### src/rtl/reg8_file.sv
// reg8_file: eight-entry register file with one synchronous write port and
// one combinational read port.
//
// Ports:
//   clk   in   1       rising-edge clock for all state changes
//   clr   in   1       synchronous active-high clear of every register
//   en    in   1       write enable
//   wsel  in   SEL_W   write register index
//   rsel  in   SEL_W   read register index
//   d     in   DATA_W  write data
//   q     out  DATA_W  contents of register rsel, zero latency
module reg8_file #(
  parameter int unsigned DATA_W = 8,
  parameter int unsigned SEL_W  = 3,
  parameter int unsigned NREG   = 2 ** SEL_W
) (
  input  logic              clk,
  input  logic              clr,
  input  logic              en,
  input  logic [SEL_W-1:0]  wsel,
  input  logic [SEL_W-1:0]  rsel,
  input  logic [DATA_W-1:0] d,
  output logic [DATA_W-1:0] q
);

  logic [DATA_W-1:0] regs_q [NREG];
  logic [DATA_W-1:0] regs_d [NREG];

  // Clear takes priority over a write issued in the same cycle.
  always_comb begin
    for (int unsigned i = 0; i < NREG; i++) begin
      regs_d[i] = regs_q[i];
    end
    if (clr) begin
      for (int unsigned i = 0; i < NREG; i++) begin
        regs_d[i] = '0;
      end
    end else if (en) begin
      regs_d[wsel] = d;
    end
  end

  // No reset term here: contents are undefined until the first clr edge.
  always_ff @(posedge clk) begin
    for (int unsigned i = 0; i < NREG; i++) begin
      regs_q[i] <= regs_d[i];
    end
  end

  // Read straight from storage; no write-data bypass.
  assign q = regs_q[rsel];

endmodule

### config.mk
export PLATFORM = sky130hd
export DESIGN_NAME = reg8_file
export DESIGN_NICKNAME = d
export VERILOG_FILES = /design/src/rtl/reg8_file.sv
export SDC_FILE = /design/constraint.sdc
export NUM_CORES = 1
export LEC_CHECK = 0
export ABC_AREA = 1
export BUFFER_PORTS_ARGS = -buffer_cell sky130_fd_sc_hd__buf_2
export CORE_MARGIN = 8
export CORE_UTILIZATION = 35
export DETAILED_ROUTE_END_ITERATION = 6
export PLACE_DENSITY_LB_ADDON = 0.2
export SYNTH_ARGS = -nofsm -noshare
export SYNTH_HDL_FRONTEND = slang
export SYNTH_SLANG_ARGS = --single-unit
export TNS_END_PERCENT = 30
### constraint.sdc
create_clock -name clk -period 1 [get_ports clk]
set_input_delay 0 -clock clk [delete_from_list [all_inputs] [get_ports clk]]
set_output_delay 0 -clock clk [all_outputs]
set_load 0.01 [all_outputs]
Word-level counts from Yosys, hierarchy flattened
Memory sizes are Yosys's and may differ from the RTL's.
Index checks and enable logic that the tools add are counted.
{ "classes": {"n_lt_le_gt_ge": 2, "n_mux": 5, "bitwise_logic": 1, "n_reduce_logical": 1} }
{ "ops": {"columns": ["op", "count"], "rows": [
  ["$mux W64", 2],
  ["$bwmux W64", 1],
  ["$demux W8 S3", 1],
  ["$mux W8", 1],
  ["$ge A4 B4 Y1 const B", 1],
  ["$lt A4 B1 Y1 const B", 1],
  ["$not A3 Y4", 1],
  ["$logic_and A1 B1 Y1", 1]
]} }
{ "totals": {"register_bits": 0, "ram_bits": 64, "inputBits": 17, "output_inout_bits": 8, "elab_cells": 10, "n_memories": 1} }
{ "mem_list": {"columns": ["memory", "depth", "width", "read_ports", "rd_clocked_by_memory_dff", "wr", "line_no", "source"], "rows": [
  ["regs_q", 8, 8, 9, 0, 8, "26", "logic [DATA_W-1:0] regs_q [NREG];"]
]} }

Longest topological paths before layout
{ "depth": {"ltp_word": 8, "ltp_mapped": 8, "ltp_nobuf": 6} }

Worst setup path after synthesis
Ideal clock, no wire load.
{ "synth_path": {"path_type": "input port to output port", "start": "input rsel[1]", "end": "output q[5]", "arrival_ns": 0.717, "required_ns": 1.000, "path_slack_ns": 0.283, "stages": 7, "n_path_buf": 2, "path_cell_list": "buf_2 -> inv_1 -> buf_4 -> nand3_1 -> nand2_1 -> nand2_1 -> nand2_1"} }
{ "synth_via": {"elab_chain_cells": 1} }
{ "synth_rtl": {"columns": ["item", "line_no", "source"], "rows": [
  ["start, declared", "21", "input logic [SEL_W-1:0] rsel,"],
  ["$mem_v2 Z8 W8", null, null],
  ["end, declared", "23", "output logic [DATA_W-1:0] q"]
]} }
No other way between the ends.

==> out/results.tsv <==
metric	value	unit
p_total	5.99	mW
dp_hpwl	6120	microns
path_buf_inv	2	
violations	negative setup slack	
cpMostUsedCell	nand2_1	
via_per_inst	4.62	
overflow	0	
start_kind	register	
path_class	reg2out	
netlist_area	3100	sq um
syn_nets	521	
clk_latency	0.33	ns
cts_tree	built	
r2r_slack	0.24	ns
p_seq_frac	0.450	
grt.total_usage	0.160	
period_needed	1.22	ns
drt_first_pass_iters	4	
dr_total_vias	2969	
swShare	0.256	
reg2reg_to	regs_q[7][5]	
ios	25	
slew_viol_final	0	
reg_top3	regs_q x64	
cpMaxStageDelayCell	dfxtp_2	
ys_seq_area_frac	0.414	
wl_per_cell	13.9	microns
syn_inst	504	
final_nets	548	
drc	0	
h-tree-depth	3	
fp.dieH	110	microns
cts_root_buffer	clkbuf_8	
worstPathRequired	1.00	ns
fin_crit_sh	1.22	
worstMarginPinSlew	0.281	ns
cp_cell_sequence	inv_2 -> nand2_2 -> nand3_2 -> nand2_1 -> nand2_1 -> nand2_1 -> buf_2	
rows	34	
fin_ws	-0.216	ns
drv_cap	0	
grt_pass1_vias	2893	
worst_ep_arrival_time	1.22	ns
antenna_found_initial	0	
largest_reg_flops	64	
hold_viol_final	0	
antenna_left	0	
start_util	0.359	
rsz0062_at_grt	yes	
cts_sinks	64	
drt_iter0_markers	188	
worstSetupEndpointType	output port	
place_congestion	0.910	
yosysUniqueCellTypes	14	
grt_start_max_net_pins	65	
antenna_cells	0	
powerDensity	1600	nW/um^2
portBuffers	24	
cts.reportedPaths.clkPinSlew	0.07	ns
p_leak	1.70	nW
yosys_warnings	0	
final.setup.tns	-1.45	ns
fin_util	0.434	
hold_depth	3	
grt_first_pass_wirelength	14900	microns
combPwrFrac	0.132	
hold_start	d[7]	
fmax	822	MHz
rr_worst_depth	3	
ys_ff_latch	64	
drive_gt1_frac	0.260	
synth_area_per_cell	6.15	sq um
coreArea	8640	sq um
cellInternalPower	4.45	mW
max-slew-margin-rel	0.813	
rr_startpoint	regs_q[7][5]	
cpPeakStageDelay	0.34	ns
cts_buffer_depth	2	
areaGrowthSynthToFinish	20.9	%
finClkSkew	0	ns
setup_viol	8	
die_x	110	microns
crit_fanout	2	
final_common_cell	nor2_1	
n_fill_cell	944	
crit_family	simple AND/OR/NAND/NOR gates	
hold_end	regs_q[7][7]	
vdd_drop_max	768	uV
final_cell_mix	nor2_1, nand2_1, o21ai_0, inv_1, dfxtp_2	
routed_wl	8970	microns
largest_register	regs_q	
numCtsBuffers	9	
status	finished, violations left	
p_clk_frac	0.418	
die-area	12100	sq um
hp-class	in2reg	
hold_slack	0.0392	ns
p_sw	1.53	mW
[tightest hold or removal path, cell delays in order]
cell and delay, ns:
buf_2 0.17, nor2_1 0.12, nor2_1 0.05
[kinds of logic (layout without fill, tap and decap cells)]
| group | count (synthesis) | count (layout) | synth area share |
|---|---|---|---|
| and+or+nand+nor | 278 | 278 | 0.359 |
| AOI/OAI and AO/OA | 64 | 64 | 0.103 |
| DFF | 64 | 64 | 0.414 |
| buffers and inverters | 98 | 129 | 0.124 |
[layer usage]
layer,up-vias,routed length (microns),GRT usage,share of wire
li1,1568,-,-,-
met1,1327,4300,0.210,0.48
met3,12,369,0.0238,0.041
met5,-,0,0,0
met2,62,4150,0.259,0.46
met4,0,144,0.0608,0.016
[cells in the mapped netlist (all sizes together)]
cell type	n	area, sq um
o21ai	64	320
clkbuf	6	22.5
dfxtp	64	1280
nand3	32	160
inv	81	304
buf	11	56.3
nand2	113	439
nor2	133	514
[worst max-delay path by stage]
| stage | from | cells after the start | end |
|---|---|---|---|
| final | regs_q[5][2] | 7 | q[2] |
| after global routing | regs_q[5][2] | 7 | q[2] |
| after detailed placement | wsel[0] | 7 | regs_q[1][4] |
| after floorplan | rsel[1] | 7 | q[5] |
| after CTS | regs_q[4][6] | 7 | q[6] |
| after global placement | rsel[0] | 8 | q[1] |
[layout make-up]
type | instances | area, sq um | area share
well taps | 108 | 135 | 0.0361
clock buffers | 12 | 155 | 0.0414
multi-input cells | 342 | 1510 | 0.403
clock inverters | 3 | 65.1 | 0.0174
inverters | 81 | 304 | 0.0812
repair buffers | 33 | 244 | 0.0652
flip-flops and latches | 64 | 1330 | 0.356
[timing repair]
item / CTS / global route
endpoints found under the setup margin: 8 / 8
hold buffers: 0 / 0
endpoints found under the hold margin: 0 / 0
resized for setup: 46 / 28
buffers inserted: 1 / 1
pin swaps: 18 / 18
[per-stage QoR]
stage	setup slack, ns	cell area [sq um]	cells
after floorplan	0.283	3100	504
after global placement	0.0459	3360	626
after detailed placement	0.0537	3360	626
after CTS	-0.224	3680	642
after global routing	-0.268	3740	643
final	-0.216	3740	643
[power groups by stage]
stage | logic, mW | registers [mW] | clock network [mW]
floorplan | 0.470 | 2.73 | 0
global placement | 0.732 | 2.74 | 0
detailed placement | 0.734 | 2.74 | 0
CTS | 0.763 | 2.69 | 2.54
global route | 0.893 | 2.70 | 2.67
finish | 0.788 | 2.69 | 2.50
Note: power is estimated with default switching activity, not from simulation.
